### src/rtl/pdm_serializer.sv
// pdm_serializer
//   Drives the board audio amplifier with a 1-bit PDM stream. Signed PCM words
//   arrive over a valid/ready handshake into a small FIFO; a first-order
//   sigma-delta modulator holds each word for OVERSAMPLE PDM bits.
// Ports
//   clock_i     system clock, all logic on posedge
//   reset_n_i   synchronous active-low reset
//   data_i      signed two's-complement PCM word
//   valid_i     data_i valid; transfer when valid_i && ready_o
//   ready_o     FIFO can accept a word
//   pdm_clk_o   PDM bit clock, 50% duty
//   pdm_data_o  PDM bit stream, updated with the falling edge of pdm_clk_o
//   audio_sd_o  amplifier enable (1 = on)
//   underrun_o  1-cycle pulse when a word slot starts with the FIFO empty
module pdm_serializer #(
  parameter int WORD_LENGTH      = 16,
  parameter int SYSTEM_FREQUENCY = 100000000,
  parameter int PDM_FREQUENCY    = 1000000,
  parameter int OVERSAMPLE       = 16,
  parameter int FIFO_DEPTH       = 4
) (
  input  logic                   clock_i,
  input  logic                   reset_n_i,
  input  logic [WORD_LENGTH-1:0] data_i,
  input  logic                   valid_i,
  output logic                   ready_o,
  output logic                   pdm_clk_o,
  output logic                   pdm_data_o,
  output logic                   audio_sd_o,
  output logic                   underrun_o
);

  localparam int HALF = SYSTEM_FREQUENCY / (2 * PDM_FREQUENCY);
  localparam int AW   = (FIFO_DEPTH > 1) ? $clog2(FIFO_DEPTH) : 1;
  localparam int BW   = (OVERSAMPLE > 1) ? $clog2(OVERSAMPLE) : 1;

  logic [WORD_LENGTH-1:0] div_count;
  logic [BW-1:0]          bit_count;
  logic [WORD_LENGTH-1:0] acc;
  logic [WORD_LENGTH-1:0] cur;

  logic [WORD_LENGTH-1:0] mem [FIFO_DEPTH];
  logic [AW-1:0]          wr_ptr;
  logic [AW-1:0]          rd_ptr;
  logic [AW:0]            count;
  logic [AW:0]            count_next;

  logic                   wrap;
  logic                   tick;
  logic                   slot_start;
  logic                   empty;
  logic                   push;
  logic                   pop;
  logic [WORD_LENGTH-1:0] word;
  logic [WORD_LENGTH-1:0] off;
  logic [WORD_LENGTH:0]   sum;

  assign wrap       = (div_count == WORD_LENGTH'(HALF - 1));
  // A bit tick is the cycle where the registered bit clock goes 1 -> 0.
  assign tick       = wrap && pdm_clk_o;
  assign slot_start = tick && (bit_count == '0);
  assign empty      = (count == '0);
  // ready_o is already derived from the next-state count, so a push can never
  // hit a full FIFO.
  assign push       = valid_i && ready_o;
  assign pop        = slot_start && !empty;
  assign count_next = count + (AW+1)'(push) - (AW+1)'(pop);

  always_comb begin
    word = cur;
    if (slot_start) begin
      word = empty ? '0 : mem[rd_ptr];
    end
    off = {~word[WORD_LENGTH-1], word[WORD_LENGTH-2:0]};
    sum = {1'b0, acc} + {1'b0, off};
  end

  always_ff @(posedge clock_i) begin
    if (!reset_n_i) begin
      div_count  <= '0;
      pdm_clk_o  <= 1'b0;
    end else if (wrap) begin
      div_count  <= '0;
      pdm_clk_o  <= ~pdm_clk_o;
    end else begin
      div_count  <= div_count + 1'b1;
    end
  end

  always_ff @(posedge clock_i) begin
    if (!reset_n_i) begin
      wr_ptr  <= '0;
      rd_ptr  <= '0;
      count   <= '0;
      ready_o <= 1'b0;
    end else begin
      if (push) begin
        wr_ptr <= wr_ptr + 1'b1;
      end
      if (pop) begin
        rd_ptr <= rd_ptr + 1'b1;
      end
      count   <= count_next;
      ready_o <= (count_next != (AW+1)'(FIFO_DEPTH));
    end
  end

  always_ff @(posedge clock_i) begin
    if (push) begin
      mem[wr_ptr] <= data_i;
    end
  end

  always_ff @(posedge clock_i) begin
    if (!reset_n_i) begin
      bit_count  <= '0;
      acc        <= '0;
      cur        <= '0;
      pdm_data_o <= 1'b0;
      underrun_o <= 1'b0;
      audio_sd_o <= 1'b0;
    end else begin
      audio_sd_o <= 1'b1;
      underrun_o <= slot_start && empty;
      if (tick) begin
        bit_count  <= (bit_count == BW'(OVERSAMPLE - 1)) ? '0 : bit_count + 1'b1;
        cur        <= word;
        acc        <= sum[WORD_LENGTH-1:0];
        pdm_data_o <= sum[WORD_LENGTH];
      end
    end
  end

endmodule
### config.mk
export PLATFORM = sky130hd
export DESIGN_NAME = pdm_serializer
export DESIGN_NICKNAME = d
export VERILOG_FILES = /design/src/rtl/pdm_serializer.sv
export SDC_FILE = /design/constraint.sdc
export NUM_CORES = 1
export LEC_CHECK = 0
export CAP_MARGIN = 20
export CORE_UTILIZATION = 57
export CTS_BUF_LIST = sky130_fd_sc_hd__clkbuf_2 sky130_fd_sc_hd__clkbuf_4 sky130_fd_sc_hd__clkbuf_8
export DETAILED_ROUTE_END_ITERATION = 8
export PLACE_DENSITY = 0.82
export SLEW_MARGIN = 20
export SYNTH_ARGS = -nofsm -noshare
export SYNTH_HDL_FRONTEND = slang
export SYNTH_SLANG_ARGS = --single-unit
### constraint.sdc
create_clock -name clock_i -period 3.56 [get_ports clock_i]
set_input_delay 0.356 -clock clock_i [delete_from_list [all_inputs] [get_ports clock_i]]
set_output_delay 0.356 -clock clock_i [all_outputs]
set_load 0.01 [all_outputs]
* Word level (Yosys, flattened, before mapping)
Memories as Yosys holds them, arrays and structs flattened. A register that Yosys moved wholly into a read port is not among the register bits. Index checks and enable logic that the tools add are counted. Widths: inputs -> output; s select.
Word-level totals: bits in writable memories 64, output and inout bits 5, bits in registers 64, memories 1, input port bits 19
Memories:
- mem | depth 4, width 16, read ports 1, clocked after memory_dff 1, write ports 1, RTL line 42 | logic [WORD_LENGTH-1:0] mem [FIFO_DEPTH];
Cells by class: reduce and logical (&&, ||, !) cells 9, equality and inequality tests 3, $add $sub $neg 7, bitwise logic cells 3, mux-type cells 8
Operators with widths (number):
- $mux 16 | 2
- $add 16x16->17 | 1
- $add 16x1->16 const B | 1
- $eq 16x6->1 const B | 1
- $logic_and 1x1->1 | 5
- $add 2x1->2 const B | 2
- $add 4x1->4 const B | 1
- $eq 4x4->1 const B | 1
- $logic_not 4->1 | 1
- $mux 2 | 2
- $mux 4 | 1
- $add 3x1->3 | 1
- $logic_not 3->1 | 1
- $mux 1 | 3
- $ne 3x3->1 const B | 1
- $not 1->1 | 3
- $sub 3x1->3 | 1
- $reduce_or 2->1 | 1
- $logic_not 1->1 | 1

* Depth between registers and ports, before layout
word-level depth 6, depth in mapped cells 17

* Least setup slack after synthesis
No wires, ideal clock.
kind reg2reg, start register div_count[0], end register acc[14], data required time 3438 ps, period minus slack after synthesis 3792 ps, slack -232 ps, setup time 122 ps, stages on the path, launching flop included 16, data arrival time 3670 ps, cells stage by stage dfxtp_1 -> ha_1 -> or4b_4 -> nor4_4 -> nand2_1 -> clkbuf_1 -> o21ai_1 -> ha_1 -> inv_1 -> fa_1 -> nand2b_1 -> a21oi_1 -> a31oi_1 -> o21ai_0 -> a311oi_1 -> a311o_1
On the way: longest elaborated chain between the ends 5
RTL lines:
- start, declared | RTL line 37 | logic [WORD_LENGTH-1:0] div_count;
- start signal, assigned | RTL line 86 | div_count <= div_count + 1'b1;
- $eq 16x6->1 | RTL line 58 | assign wrap = (div_count == WORD_LENGTH'(HALF - 1));
- $logic_and 1x1->1 | RTL line 60 | assign tick = wrap && pdm_clk_o;
- $logic_and 1x1->1 | RTL line 61 | assign slot_start = tick && (bit_count == '0);
- $mux 16 | RTL line 71 | if (slot_start) begin
- named net off[0] | RTL line 55 | logic [WORD_LENGTH-1:0] off;
- $add 16x16->17 | RTL line 75 | sum = {1'b0, acc} + {1'b0, off};
- end signal, assigned | RTL line 128 | acc <= sum[WORD_LENGTH-1:0];
- end, declared | RTL line 39 | logic [WORD_LENGTH-1:0] acc;
The timed path passes the listed nets, and every way through them passes these cells. A chain may end at the register's enable or synchronous reset.

* Worst setup path in the final report
start register div_count[1], end register acc[14]
The elaborated chain is that of the path after synthesis.

==> flow_summary.toml <==
[cells_and_area]
fin_cells = 703
finalInstanceArea_um2 = 6990
fillerInstances = 645
fin_nets = 604
synthToLayoutAreaGrowth_pct = 20.2
antenna_cells = 0
regArea_um2 = 3240
drive_gt1_frac = 0.193
multiInputGateArea_um2 = 2630

[sta]
skew_ns = 0.00927
fmax_ghz = 0.286
timing.hold.ws_ns = 0.461
rsz0062_at_grt = "yes"
maxSlewHeadroom = 0.434
min_period_over_period = 0.981
tns_ns = 0
setup_viol = 0
max_slew.worst_pin.slew_ns = 0.844
slew_viol_final = 0
min_period_ns = 3.49
hold_violations = 0

[synth]
async_flop_share = 0
ys_ff_latch = 130
synth_common_cells = "dfxtp_1 (66), edfxtp_1 (64), nand2_1 (64), nor2_1 (33), ha_1 (26)"
synth_area_leader_cell = "edfxtp_1"
synthFlopType = "dfxtp_1"
yosysWarningCount = 0
synth_area_leaders = "edfxtp_1 (33%), dfxtp_1 (23%), mux4_2 (6.2%)"
ys_types = 54
synth-xor-area-share = 0.0392
avgSynthCellArea_um2 = 11.4
synth_top_family_by_area = "simple AND/OR/NAND/NOR gates"
synth_top_area_frac = 0.331
synth-edff-count = 64
synth_most_common_cell = "dfxtp_1"
synth-simple-area-share = 0.169
yosys.area_share.adder = 0.0628
ys_seq_area_frac = 0.558
synth_compound_area_frac = 0.0831
syn_area_um2 = 5810
syn_nets = 555
synthMuxAreaShare = 0.0637
syn_inst = 508

[cts]
cts_buffer_depth = 2
clock_sinks = 130
clock_latency_ns = 0.43
cts.clk_slew.worst_paths_ns = 0.08
cts_hold_repair.buffers = 0
numCtsBuffers = 17
clockRootBuffer = "clkbuf_8"
h-tree-depth = 4
cts_tree = "yes"

[placed_design]
io_buffers = 23
hpwl_mm = 7.63
dp_cells = 664
place_area_um2 = 6340
globalplace.congestion = 0.826

[die]
dieArea_um2 = 10600
die_h_um = 103
coreArea_um2 = 9820
die_x_um = 103
num_io_pins = 24
initial_core_util = 0.592
rows = 36

[power_and_ir_drop]
powerDensity_nw_per_um2 = 443
p_leak_nw = 2.50
power.total_w = 0.00310
ir_worst_vdd_v = 0.000339

[grt]
grt_pass1_vias = 3988
antenna_found_initial = 0
grt_max_degree = 44
grt-ovfl-total = 0
grt_use_total = 0.242
grt_pass1_wl_mm = 19.0

[setup_path]
crit_path_top_delay_cell = "or4b_4"
critical_path_required_ns = 3.89
critical_path.top_delay_family = "simple AND/OR/NAND/NOR gates"
path_class = "reg2reg"
start_kind = "flip-flop"
critPathBufInv = 2
slowest_delay_ns = 0.48
crit_arrival_ns = 3.82
worstSetupEndpointType = "flip-flop"
crit_chain = "inv_1 > ha_1 > or4b_4 > nor4_4 > nand2_4 > o21ai_2 > ha_2 > inv_1 > fa_2 > nand2b_4 > a21oi_4 > a31oi_4 > o21ai_2 > a311oi_1 > a311o_1"
critPathMaxFanout = 8

[routing]
drt_iter0_drc = 199
routedWlPerCell_um = 16.8
detail-route-antenna-nets = 0
drcViolationCount = 0
wirelength_mm = 11.8
vias = 4060
viasPerCell = 5.78
dr.pass1.iters = 6

[worst_hold_path]
hp-class = "reg2reg"

[status]
status = "finished clean"

[run]
cap_violations = 0
[worst paths after layout]
| kind | cells past startpoint | start | slack [ns] | to |
|---|---|---|---|---|
| max reg2reg | 15 | div_count[1] | 0.07 | acc[14] |
| min | 2 | acc[4] | 0.46 | acc[4] |
| min reg2reg | 2 | acc[4] | 0.46 | acc[4] |
| max | 15 | div_count[1] | 0.07 | acc[14] |
[routing by layer]
layer,wire length [um],track usage
met3,554,0.0597
met5,0,0
met4,261,0.101
met1,4910,0.295
met2,6110,0.412
[area by class of cell]
type	instances	share of cell area
multi-input cells	342	0.376
clock buffers	17	0.0335
flip-flops and latches	130	0.464
repair buffers	52	0.0680
well taps	133	0.0238
inverters	14	0.00752
clock inverters	15	0.0274
[cells in the final DEF, fill, tap and decap left out, types with 3 or more instances in the layout]
cell type and n:
buf_4 24, clkinv_2 4, a21oi_1 22, o21a_1 3, buf_6 4, o21ai_0 3
clkbuf_8 17, a21o_1 4, o211ai_1 4, and2_1 21, clkdlybuf4s50_1 23, nor2_1 33
xnor2_1 13, nand4_1 7, xor2_1 13, ha_1 20, edfxtp_1 64, inv_1 13
ha_4 5, nor4_1 5, o21ai_2 6, mux4_2 16, nand4b_1 3, nor3_1 7
clkinvlp_4 4, nand2b_1 5, o21ai_1 11, dfxtp_1 66, nor2b_1 4, bufinv_16 4
and3_1 7, nand2_1 63, nand3_1 20
[power by group]
group          leakage, nW  switching (W)  internal [W]
Sequential            1.11      0.0000135       0.00160
Combinational         1.18      0.0000893     0.0000627
Clock                0.205       0.000574      0.000756
[what timing repair did]
item | in CTS | in global routing
endpoints found under the setup margin | 2 | 10
gates resized for setup | 5 | 30
pin swaps | 0 | 16
buffers inserted | 2 | 5
[worst reg2reg max path: cells and delay by family, from the launching register on]
kind / cells / cell delay, ns
AO/OA/AOI/OAI: 6 / 1.14
adder cells (fa/ha/maj): 3 / 0.66
buffers and inverters: 2 / 0.10
flip-flops: 1 / 0.31
AND/OR/NAND/NOR: 4 / 1.17
[state kept, by name (all words and copies together), names as in the netlist, named ones only]
| name | flops |
|---|---|
| acc | 16 |
| audio_sd_o | 1 |
| pdm_data_o | 1 |
| ready_o | 1 |
| pdm_clk_o | 1 |
| underrun_o | 1 |
| bit_count | 4 |
| count | 3 |
| div_count | 16 |
| cur | 16 |
| mem | 64 |
| rd_ptr | 2 |
| wr_ptr | 2 |
[cells by family (layout without fill, tap and decap cells)]
group	count (synthesis)	count (layout)
adder cells (fa/ha/maj)	28	28
multiplexers	17	17
AO/OA/AOI/OAI	78	78
XOR/XNOR	26	26
AND/OR/NAND/NOR	193	193
buffers and inverters	36	98
flip-flops	130	130
[stage by stage]
stage	utilization	setup WS [ns]
floorplan	-	0.00776
global placement	0.646	0.00830
detailed placement	0.646	-0.0280
CTS	0.693	0.00324
global route	0.712	-0.0524
finish	0.712	0.0693
(Power assumes the default switching activity.)
